[config.mk]
export PLATFORM = sky130hd
export DESIGN_NAME = div
export DESIGN_NICKNAME = d
export VERILOG_FILES = /design/src/rtl/div.sv
export SDC_FILE = /design/constraint.sdc
export NUM_CORES = 1
export LEC_CHECK = 0
export ABC_AREA = 1
export CAP_MARGIN = 0
export CORE_ASPECT_RATIO = 1.2
export CORE_MARGIN = 2
export CORE_UTILIZATION = 45
export CTS_CLUSTER_SIZE = 10
export DETAILED_ROUTE_END_ITERATION = 12
export PLACE_DENSITY = 0.72
export SKIP_LAST_GASP = 1
export SLEW_MARGIN = 20
export SYNTH_ARGS = -nofsm -noshare
export SYNTH_HDL_FRONTEND = slang
export SYNTH_SLANG_ARGS = --single-unit
[constraint.sdc]
create_clock -name clk -period 2 [get_ports clk]
set_input_delay 0.3 -clock clk [delete_from_list [all_inputs] [get_ports clk]]
set_output_delay 0.3 -clock clk [all_outputs]
set_load 0.02 [all_outputs]
[src/rtl/div.sv]
// Sequential unsigned divider using restoring shift-subtract, one quotient bit per
// clock, with a start/done handshake toward the execute stage.
module div #(
    parameter int N = 16
) (
    input  logic         clk,
    input  logic         rst_n,
    input  logic         start,
    input  logic [N-1:0] rs1,
    input  logic [N-1:0] rs2,
    output logic         busy,
    output logic         done,
    output logic [N-1:0] quot_rd,
    output logic [N-1:0] rem_rd,
    output logic         div_by_zero
);
    localparam int            CW       = (N > 2) ? $clog2(N) : 1;
    localparam logic [CW-1:0] LAST_CNT = CW'(N - 1);

    typedef enum logic [1:0] {
        S_IDLE = 2'd0,
        S_CALC = 2'd1,
        S_DONE = 2'd2
    } state_t;

    state_t        r_state;
    state_t        w_next;
    logic [N-1:0]  r_q;
    logic [N-1:0]  r_d;
    logic [N-1:0]  r_rem;
    logic [CW-1:0] r_cnt;
    logic          r_dbz;
    logic          r_busy;
    logic          r_done;
    logic [N-1:0]  r_quot;
    logic [N-1:0]  r_rem_o;
    logic          r_dbz_o;

    logic [N:0]    w_rem_sh;
    logic [N:0]    w_diff;
    logic          w_ge;
    logic [N-1:0]  w_q_nx;
    logic [N-1:0]  w_rem_nx;
    logic          w_last;

    // One restoring step. The shifted remainder keeps its carry-out bit, so the
    // trial subtract is N+1 bits and its sign bit doubles as the compare result.
    always_comb begin
        w_rem_sh = {r_rem, r_q[N-1]};
        w_diff   = w_rem_sh - {1'b0, r_d};
        w_ge     = ~w_diff[N];
        w_q_nx   = {r_q[N-2:0], w_ge};
        if (w_ge) begin
            w_rem_nx = w_diff[N-1:0];
        end else begin
            w_rem_nx = w_rem_sh[N-1:0];
        end
        w_last   = (r_cnt == LAST_CNT);
    end

    // Next-state logic; a zero divisor spends one CALC cycle and then finishes.
    always_comb begin
        w_next = r_state;
        case (r_state)
            S_IDLE: begin
                if (start) begin
                    w_next = S_CALC;
                end else begin
                    w_next = S_IDLE;
                end
            end
            S_CALC: begin
                if (r_dbz || w_last) begin
                    w_next = S_DONE;
                end else begin
                    w_next = S_CALC;
                end
            end
            S_DONE:  w_next = S_IDLE;
            default: w_next = S_IDLE;
        endcase
    end

    // State register plus handshake flags registered from the next state.
    always_ff @(posedge clk or negedge rst_n) begin
        if (!rst_n) begin
            r_state <= S_IDLE;
            r_busy  <= 1'b0;
            r_done  <= 1'b0;
        end else begin
            r_state <= w_next;
            r_busy  <= (w_next != S_IDLE);
            r_done  <= (w_next == S_DONE);
        end
    end

    // Operand capture, iteration and result load.
    always_ff @(posedge clk or negedge rst_n) begin
        if (!rst_n) begin
            r_q     <= '0;
            r_d     <= '0;
            r_rem   <= '0;
            r_cnt   <= '0;
            r_dbz   <= 1'b0;
            r_quot  <= '0;
            r_rem_o <= '0;
            r_dbz_o <= 1'b0;
        end else begin
            case (r_state)
                S_IDLE: begin
                    if (start) begin
                        r_q   <= rs1;
                        r_d   <= rs2;
                        r_rem <= '0;
                        r_cnt <= '0;
                        r_dbz <= (rs2 == '0);
                    end
                end
                S_CALC: begin
                    if (r_dbz) begin
                        // r_q still holds the untouched dividend here.
                        r_quot  <= '1;
                        r_rem_o <= r_q;
                        r_dbz_o <= 1'b1;
                    end else begin
                        r_q   <= w_q_nx;
                        r_rem <= w_rem_nx;
                        r_cnt <= r_cnt + CW'(1);
                        if (w_last) begin
                            r_quot  <= w_q_nx;
                            r_rem_o <= w_rem_nx;
                            r_dbz_o <= 1'b0;
                        end
                    end
                end
                default: begin
                end
            endcase
        end
    end

    assign busy        = r_busy;
    assign done        = r_done;
    assign quot_rd     = r_quot;
    assign rem_rd      = r_rem_o;
    assign div_by_zero = r_dbz_o;

endmodule
Word level (Yosys, flattened, before mapping)
Cells that the tools add are included.
Operators by class
  equal/unequal tests: 5
  reductions and logical operators: 9
  bitwise gates (word level): 1
  mux-type cells: 19
  add/subtract/negate cells: 2
Operators by type and width (count)
  two-way mux 16 bit: 9
  one-hot mux 16 bit (2 select lines): 2
  subtractor 17 x 16 -> 17 bit: 1
  logical NOT 16 bit: 1
  two-way mux 4 bit: 2
  one-hot mux 4 bit (2 select lines): 1
  nonzero test 2 bit: 3
  adder 4 x 1 -> 4 bit, second input constant: 1
  equality test 4 bit, second input constant: 1
  != test 2 bit, second input constant: 2
  one-hot mux 2 bit (2 select lines): 1
  AND reduction 2 bit: 2
  two-way mux 1 bit: 3
  AND reduction 3 bit: 1
  equality test 2 x 1 -> 1 bit, second input constant: 1
  equality test 2 bit, second input constant: 1
  logical NOT 2 bit: 1
  two-way mux 2 bit: 1
  logical OR 1 bit: 1
  inverter 1 bit: 1
Word-level totals
  flip-flop bits (word level): 90
  logic and storage cells: 47
  input bits: 35

Logic depth before layout (Yosys ltp)
Gate-level depths: netlist of run 1.
  depth in word-level cells: 5
  gate-level depth with buffers: 17
  depth with buffers taken out: 16

Least setup slack after synthesis of run 1
No wires, ideal clock.
  path kind: flip-flop to flip-flop
  start point: register r_q[15]
  end point: register r_rem_o[10] (netlist: rem_rd[10])
  arrival: 1.965 ns
  stages on the path, launching flop included: 17
  setup slack: -0.081 ns
  period minus slack after synthesis: 2.081 ns
  buffers on the path: 1
  cell sequence: dfrtp_1 > inv_1 > ha_1 > fa_1 > inv_1 > nand2_1 > nand2_1 > nand3_1 > nand2_2 > nand2_2 > nand2_2 > nand2_4 > buf_4 > nand3_1 > nand3_1 > nand2_1 > nand2_1
Between the ends
  longest elaborated chain between the ends: 4
Ends and longest elaborated chain
  from (decl): line 28  | logic [N-1:0] r_q;
  from (signal assigned): line 112  | r_q <= rs1;
  from (signal assigned): line 126  | r_q <= w_q_nx;
  subtractor 17 x 16 -> 17 bit: line 50  | w_diff = w_rem_sh - {1'b0, r_d};
  two-way mux 16 bit: line 53  | if (w_ge) begin
  two-way mux 16 bit: line 129  | if (w_last) begin
  two-way mux 16 bit: line 120  | if (r_dbz) begin
  to (signal assigned): line 123  | r_rem_o <= r_q;
  to (signal assigned): line 131  | r_rem_o <= w_rem_nx;
  to (decl): line 36  | logic [N-1:0] r_rem_o;
Every way passes these cells. The select of a mux whose other input is x is not followed.
A chain may end at the register's enable or synchronous reset.

Final worst setup path of run 1
  start point: register r_d[0]
  end point: register r_rem_o[12] (netlist: rem_rd[12])
Between the ends
  longest elaborated chain between the ends: 4
Ends and longest elaborated chain
  from (decl): line 29  | logic [N-1:0] r_d;
  from (signal assigned): line 113  | r_d <= rs2;
  subtractor 17 x 16 -> 17 bit: line 50
  two-way mux 16 bit: line 53
  two-way mux 16 bit: line 129
  two-way mux 16 bit: line 120
Every way passes these cells. The select of a mux whose other input is x is not followed.

==> results of run 1 <==
[power by group]
part | total, uW | internal [uW] | leakage [uW] | switching, uW
Clock | 1650 | 920 | 0.000139 | 734
Sequential | 3190 | 2670 | 0.00109 | 519
Combinational | 7920 | 3310 | 0.00244 | 4610
Total | 12800 | 6900 | 0.00367 | 5860
[per-layer routing]
layer | part of all wire [%] | vias up
met5 | 0 | -
met4 | 1.9 | 0
met3 | 4.4 | 22
li1 | - | 2463
met2 | 49 | 140
met1 | 45 | 2259
[area by class of cell]
cell class,count,area (um2)
Timing Repair Buffer,124,1140
Clock inverter,4,33.8
Clock buffer,12,256
Multi-Input combinational cell,506,2570
Inverter,100,375
Fill cell,967,4260
Tap cell,154,193
Sequential cell,90,2250
[flip-flops by register name (all words and copies together) (netlist names)]
register,cells
r_state,2
r_rem,16
r_q,16
done,1
r_d,16
r_dbz,1
r_cnt,4
rem_rd,16
busy,1
quot_rd,16
div_by_zero,1
[synthesized netlist by cell type, types with 2 or more instances]
cell type  count  share of area (%)
buf_4          2               0.29
nor3_1         4               0.39
nand3_1       39                3.8
xor2_1         5               0.85
nand2_1      289                 21
ha_1          17                4.1
nand4_1        5               0.61
o211ai_1       3               0.44
dfrtp_1       90                 44
inv_1         95                6.9
buf_2          5               0.49
o21ai_0       49                4.8
and2_1         3               0.37
o21ai_1        2               0.19
nand3_2        6                1.2
clkbuf_1      16                1.2
nand2_4        2               0.44
xnor2_1        2               0.34
nor2_1        29                2.1
a21oi_1       38                3.7
nand2_2        4               0.49
inv_2          4               0.29
[kinds of logic (layout without fill, tap and decap cells)]
group / count (synthesis) / after routing / synth area share, %
buffers and inverters: 125 / 240 / 9.55
XOR/XNOR: 7 / 7 / 1.19
AO/OA/AOI/OAI: 96 / 96 / 9.74
AND/OR/NAND/NOR: 385 / 385 / 31.1
adder cells (fa/ha/maj): 18 / 18 / 4.53
flip-flops: 90 / 90 / 43.8
[metrics by stage]
step	TNS, ns	instance area [um2]	setup WS [ns]	power (uW)	hold slack [ns]
2_1_floorplan	0	5140	0.000286	7810	0.00441
3_3_place_gp	-1.22	6320	-0.0763	10300	0.316
3_5_place_dp	-2.16	6320	-0.0964	10600	0.318
4_1_cts	-1.55	6730	-0.0796	12500	0.477
5_1_grt	-6.07	6830	-0.242	13900	0.494
6_report	-0.935	6830	-0.0730	12800	0.469
[worst reg2reg max path, delay by kind of cell, from the launching register on]
kind	cells	cell delay, ns
buf+inv	2	0.21
fa+ha+maj	2	0.52
simple gates	11	0.83
flops	1	0.42
[what timing repair did]
action | CTS | global route
pin swaps | 5 | 9
gates resized for setup | 17 | 21
hold buffers | 1 | 0
buffers inserted | 2 | 2
setup endpoints to repair | 34 | 34
hold endpoints to repair | 37 | 0
[final timing paths]
check,slack [ns],depth (start not counted),to
max,-0.07,15,rem_rd[12]
min,0.47,2,quot_rd[6]
max reg2reg,-0.07,15,rem_rd[12]
min reg2reg,0.47,2,quot_rd[6]
max in group asynchronous,0.87,3,quot_rd[3]
min in group asynchronous,0.49,2,div_by_zero
==> qor.csv, run 1 <==
metric,value,unit
Reg-to-Reg Start,r_d[0],
min-delay src,quot_rd[6],
Port Buffer Count,69,
library cells used by synthesis,34,
die height,121,um
die area,0.0123,mm2
Async SR Flop Fraction,100,%
syn_area_per_cell,7.13,um2
syn_nets,774,
CTS Buffer Depth,2,
final core occ,61.6,%
final setup fails,28,
Mapped Cells,721,
Core Box Area,0.0111,mm2
number of global-route vias before repair,4654,
Clock Latency Late Sink,0.35,ns
failing checks,negative setup slack,
prevailing post-synth register cell,dfrtp_1,
placed insts,969,
"most common cell after layout, fill and taps aside",nand2_1,
Synth Register Bits,90,
Hold/Removal Path Class,reg2reg,
final slew viol count,0,
global routing's busiest layer,met2,
most frequent cells in the layout,"nand2_1 (277), inv_1 (93), dfrtp_1 (90)",
fin worst setup slack,-0.0730,ns
WS Path Type,reg2reg,
clock skew,0.00650,ns
# IOs,70,
drt wl/cell,13.4,um
Synth-to-Final Area Change,32.9,%
fin crit share,104,%
clock tree sinks,90,
initial antenna violation count,0,
worst path arrival time,2.31,ns
status,finished with violations,
RePlAce Congestion,0.911,
worst-path fanout max,8,
row cnt,42,
Max-cap violations,0,
synthesized area,0.00514,mm2
Worst-Margin Slew,0.550,ns
sequential fraction of the synthesis area,43.8,%
Syn. warnings,0,
CTS tree,done,
Initial DRC Count,329,
All-Layer GR Usage,22.4,%
largest net degree at the start of global routing,40,
"EDFF count, synth",0,
crit-path cells,"ha_4, fa_2, inv_2, nand2_2, nand2_2, nand3_2, nand2_2, nand2_4, nand2_4, nand2_8, buf_12, nand3_2, nand3_2, nand2_1, nand2_1",
minimum clock period,2.07,ns
critical path's largest stage delay,0.42,ns
vias after detailed routing,4884,
critical path's top delay family,simple AND/OR/NAND/NOR gates,
CP endpoint kind,flip-flop,
Critical Path Source,r_d[0],
RSZ-0062 raised after global routing,true,
Max-Slew Margin vs Limit,63.3,%
Die X,102,um
CTS Buf Count,9,
share of post-route cells with drive strength above 1,14.4,%
Layout Nets,884,
met3 GRT Util,3.34,%
met1 Use GR,29.3,%
met2 Use GR,37.7,%
initial core utilization,46.3,%
first-pass GRT wire length,21700,um
clock transition at the registers of the reported paths,0.07,ns
Worst EP required,2.24,ns
HPWL after DPL,10000,um
Residual DRC,0,
WL final,13300,um
# diodes,0,
H-tree depth,3,
maximum clock rate,0.482,GHz
pwr/cell area,1870,mW/mm2
Worst setup SP type,flip-flop,
ANT nets after route,0,
post-route insts no fill,990,
average via count per standard cell,4.93,
P_leak,0.00367,uW
VDD IR max,0.000811,V
grt ovf,0,
slowest CP cell,dfrtp_1,
CTS root buf,clkbuf_16,
Initial DRT Pass Iterations,5,
CP Buf/Inv Count,2,
Hold Fails Final Rpt,0,
No activity file was read; power rests on OpenSTA's default activity.
==> run 2, diff against run 1 <==
- CAP_MARGIN: 0 -> default
- PLACE_DENSITY: 0.72 -> default
- PLACE_DENSITY_LB_ADDON: default -> 0.15
==> run 2 against run 1 <==
- the flow finishes with violations (negative hold slack, negative setup slack)
- core utilization up 1.4 points
- global-route usage up 0.54 points
- first-iteration DRC count down 31%
- critical path type unchanged
- critical endpoint is now r_rem[0]
==> qor.csv, run 2 (synthesis gave the netlist of run 1 again) <==
metric,value,unit
ANT nets after route,0,
design area,0.00698,mm2
# diodes,0,
worst-path fanout max,3,
Max-Slew Margin vs Limit,62.3,%
final slew viol count,0,
CP most frequent cell,nand2_2,
Setup WS pre-CTS,-0.155,ns
die height,121,um
number of global-route vias before repair,4728,
final core occ,63.0,%
minimum clock period,2.14,ns
hold_buf cts,0,
initial core utilization,46.3,%
All-Layer GR Usage,22.9,%
first-pass GRT wire length,22400,um
Hold/Removal Path Class,in2async,
Max-cap violations,0,
clock skew,0.00439,ns
Hold Slack,-0.00213,ns
RePlAce Congestion,0.872,
Worst EP required,2.22,ns
slowest CP cell,dfrtp_1,
Initial DRT Pass Iterations,5,
Initial DRC Count,226,
final setup fails,31,
worst path arrival time,2.36,ns
Filler Cell Count,1046,
RSZ-0062 raised after global routing,true,
critical path's top delay family,simple AND/OR/NAND/NOR gates,
clock tree sinks,90,
Reg-to-Reg Start,r_d[0],
failing checks,"negative hold slack, negative setup slack",
Overall Power,13200,uW
largest net degree at the start of global routing,91,
Core Box Area,0.0111,mm2
share of post-route cells with drive strength above 1,16.0,%
CP endpoint kind,flip-flop,
WS Path Type,reg2reg,
Critical Path Source,r_d[0],
row cnt,42,
critical path's largest stage delay,0.41,ns
CTS tree,done,
Die X,102,um
crit-path cells,"ha_4, fa_2, inv_2, nand2_2, nand2_2, nand3_2, nand2_2, nand2_4, nand2_4, nand2_2, buf_4, nand3_1, nand2_1, nand2_1, o21ai_0",
die area,0.0123,mm2
area post-placement,0.00635,mm2
Worst-Margin Slew,0.564,ns
H-tree depth,3,
status,finished with violations,
CTS Buffer Depth,2,
P_leak,0.00375,uW
CP Buf/Inv Count,2,
fin crit share,107,%
grt ovf,0,
Hold Fails Final Rpt,1,
VDD IR max,0.000739,V
Synth-to-Final Area Change,35.9,%
"most common cell after layout, fill and taps aside",nand2_1,
vias after detailed routing,4860,
initial antenna violation count,0,
drt wl/cell,13.7,um
WL final,13600,um
Clock Latency Late Sink,0.34,ns
fin worst setup slack,-0.144,ns
Worst setup SP type,flip-flop,
Layout Nets,890,
maximum clock rate,0.466,GHz
most frequent cells in the layout,"nand2_1 (277), inv_1 (93), dfrtp_1 (90)",
Port Buffer Count,69,
HPWL after DPL,9860,um
average via count per standard cell,4.88,
Residual DRC,0,
CTS Buf Count,9,
pwr/cell area,1900,mW/mm2
CTS root buf,clkbuf_16,
# IOs,70,
clock transition at the registers of the reported paths,0.07,ns
==> run 2: changes by cell type in the layout (fill, tap and decap cells not counted), moves of 2 or more <==
cell | before | now
nand3_1 | 29 | 22
nand3_2 | 14 | 19
buf_4 | 51 | 56
nand2_4 | 2 | 5
nand3_4 | 2 | 4
==> run 2: per-stage QoR <==
| step | instances | setup TNS (ns) |
|---|---|---|
| floorplan | 721 | 0 |
| global placement | 972 | -1.17 |
| detailed placement | 972 | -3.21 |
| CTS | 989 | -2.31 |
| global route | 996 | -6.14 |
| finish | 996 | -2.10 |
==> run 2: layer usage <==
layer | track usage (%) | share of wire (%) | vias to the layer above
met5 | 0 | 0 | -
met4 | 8.19 | 2.1 | 0
met3 | 2.07 | 3.3 | 23
met2 | 38.4 | 49 | 109
met1 | 30.8 | 46 | 2244
li1 | - | - | 2484
==> run 2: cell type report <==
type                    count  area [um2]  share of cell area (%)
clock buffers              13         260                    3.73
clock inverters             3        47.5                   0.681
inverters                 100         375                    5.37
multi-input cells         507        2650                    37.9
flip-flops and latches     90        2250                    32.2
well taps                 154         193                    2.76
repair buffers            129        1210                    17.3
==> run 2: worst reg2reg max path: stages (launching register included) <==
cell and delay [ns]:
dfrtp_1 0.41, ha_4 0.18, fa_2 0.37, inv_2 0.06, nand2_2 0.04, nand2_2 0.07, nand3_2 0.06, nand2_2 0.09
nand2_4 0.08, nand2_4 0.11, nand2_2 0.10, buf_4 0.16, nand3_1 0.09, nand2_1 0.07, nand2_1 0.06, o21ai_0 0.08
==> run 2: timing repair <==
item / 4_1_cts / 5_1_grt
gates resized for setup: 9 / 40
buffers inserted: 0 / 6
endpoints found under the setup margin: 34 / 34
pin swaps: 3 / 10
cloned: 1 / 1
==> run 2: worst paths after layout <==
path                              endpoint  slack (ns)  cells after the start
worst max-delay path              r_rem[0]       -0.14                     15
worst min-delay path            quot_rd[1]      -0.002                      2
worst max register to register    r_rem[0]       -0.14                     15
worst min register to register  quot_rd[8]        0.48                      2
max in group asynchronous          r_q[14]        1.62                      2
min in group clk                quot_rd[8]        0.48                      2
==> run 2: report_power, final <==
| group | total, uW | leakage (uW) | internal (uW) | switching (uW) |
|---|---|---|---|---|
| clock | 1770 | 0.000150 | 1040 | 726 |
| combinational | 8290 | 0.00251 | 3550 | 4740 |
| sequential | 3180 | 0.00109 | 2670 | 518 |
| total | 13200 | 0.00375 | 7260 | 5990 |
==> run 3, diff against run 2 <==
- CORE_UTILIZATION: 45 -> 30
- clock period: 2 -> 2.3 ns (I/O delays scaled with it)
==> run 3 against run 2 <==
- die area is 48% higher
- power down 16%
- the run ends with negative hold slack left
- clock skew grew 0.0045 ns
- highest routed layer unchanged
- global-route usage shrank 6.7 points
- sequential cell count unchanged
- clock-buffer cell count down 3
- setup slack better by 0.24 ns
- largest cell class unchanged
- via count shrank 4.2%
- critical path depth is 2 lower
- wire length is 4.6% higher
- clock power is 14% lower
- core utilization is 22 points lower
==> qor.csv, run 3 (synthesis gave the netlist of run 1 again) <==
metric,value,unit
hold_buf cts,0,
status,finished with violations,
CTS root buf,clkbuf_16,
first-pass GRT wire length,23100,um
Clock Latency Late Sink,0.35,ns
Initial DRT Pass Iterations,5,
Hold Slack,-0.0148,ns
maximum clock rate,0.453,GHz
Residual DRC,0,
share of post-route cells with drive strength above 1,12.6,%
Port Buffer Count,69,
"most common cell after layout, fill and taps aside",nand2_1,
CP endpoint kind,flip-flop,
Layout Nets,858,
WL final,14300,um
Die X,123,um
area post-placement,0.00614,mm2
row cnt,52,
initial antenna violation count,0,
CTS Buf Count,9,
# diodes,0,
final core occ,40.7,%
die height,147,um
CTS Buffer Depth,2,
CTS tree,done,
number of global-route vias before repair,4586,
RePlAce Congestion,0.875,
WS Path Type,reg2reg,
# IOs,70,
H-tree depth,3,
worst-path fanout max,6,
final slew viol count,0,
Synth-to-Final Area Change,33.4,%
vias after detailed routing,4658,
failing checks,negative hold slack,
post-route insts no fill,1026,
initial core utilization,30.5,%
Hold Fails Final Rpt,2,
Initial DRC Count,284,
Worst setup SP type,flip-flop,
clock skew,0.00886,ns
Overall Power,11100,uW
All-Layer GR Usage,16.2,%
Max-Slew Margin vs Limit,64.0,%
Core Box Area,0.0169,mm2
pwr/cell area,1620,mW/mm2
Hold/Removal Path Class,in2async,
worst path arrival time,2.50,ns
largest net degree at the start of global routing,91,
drt wl/cell,13.9,um
clock tree sinks,90,
grt ovf,0,
most frequent cells in the layout,"nand2_1 (283), inv_1 (91), dfrtp_1 (88)",
fin crit share,96.0,%
Worst EP required,2.59,ns
"setup slack, reg-to-reg",0.09,ns
clock transition at the registers of the reported paths,0.07,ns
Max-cap violations,0,
cells on worst reg2reg path,13,
HPWL after DPL,10400,um
Worst-Margin Slew,0.540,ns
minimum clock period,2.21,ns
average via count per standard cell,4.54,
ANT nets after route,0,
P_leak,0.00357,uW
final setup fails,0,
die area,0.0182,mm2
VDD IR max,0.000535,V
design area,0.00685,mm2
placed insts,1001,
## run 3: cell types whose count changed in the layout (fill, tap and decap cells not counted), moves of 3 or more
cell and delta:
nand3_1 +3, nand2_8 +3, ha_1 -6, nand2_2 -6
buf_4 -32, ha_4 +6, nand2_1 +6
## run 3: what timing repair did
| action | in CTS | in global routing |
|---|---|---|
| endpoints found under the setup margin | 3 | 34 |
| buffers inserted | 0 | 6 |
| pin swaps | 0 | 19 |
| cloned | 0 | 3 |
| gates resized for setup | 4 | 48 |
## run 3: worst max-delay path: stages (launching register included)
cell       delay [ns]
dfrtp_2          0.44
ha_4             0.28
buf_4            0.11
nand2_1          0.06
inv_1            0.08
nand2_2          0.08
nor3_4           0.26
nand2_4          0.13
nand3_4          0.21
clkbuf_16        0.20
nand3_2          0.10
nand2_1          0.08
nand2_1          0.05
nand2_1          0.07
## run 3: cell type report
cell class                      count  area (um2)
Timing Repair Buffer               96         941
Fill cell                        1747       10000
Sequential cell                    90        2250
Clock buffer                       10         229
Clock inverter                      6        72.6
Tap cell                          216         270
Inverter                          100         375
Multi-Input combinational cell    508        2710
## run 3: per-layer routing
metal | part of all wire (%) | GRT usage [%] | vias to the layer above | wire (um)
met1 | 47 | 21.8 | 2152 | 6680
met3 | 3.8 | 2.68 | 10 | 547
li1 | - | - | 2415 | -
met2 | 48 | 26.8 | 81 | 6880
met4 | 1.0 | 4.20 | 0 | 148
met5 | 0 | 0 | - | 0
## run 3: where the power goes
group	switching, uW	total, uW	leakage [uW]	internal [uW]
Combinational	3990	6740	0.00234	2750
Sequential	518	2840	0.00109	2320
Clock	670	1520	0.000144	855
Total	5170	11100	0.00357	5930
## run 3: through the flow
stage | setup TNS (ns) | setup slack (ns) | hold slack, ns
2_1_floorplan | 0 | 0.219 | 0.0494
3_3_place_gp | -0.0101 | -0.0101 | 0.433
3_5_place_dp | -0.0293 | -0.0158 | 0.433
4_1_cts | 0 | 0.0278 | 0.0573
5_1_grt | -0.213 | -0.0247 | 0.0706
6_report | 0 | 0.0930 | -0.0148
## run 3: path summary, 6_finish.rpt
check	start	endpoint
max	r_rem[8]	r_rem[10]
min	rst_n	div_by_zero
max reg2reg	r_rem[8]	r_rem[10]
min reg2reg	quot_rd[6]	quot_rd[6]
max in group asynchronous	rst_n	r_rem[13]
min in group clk	quot_rd[6]	quot_rd[6]
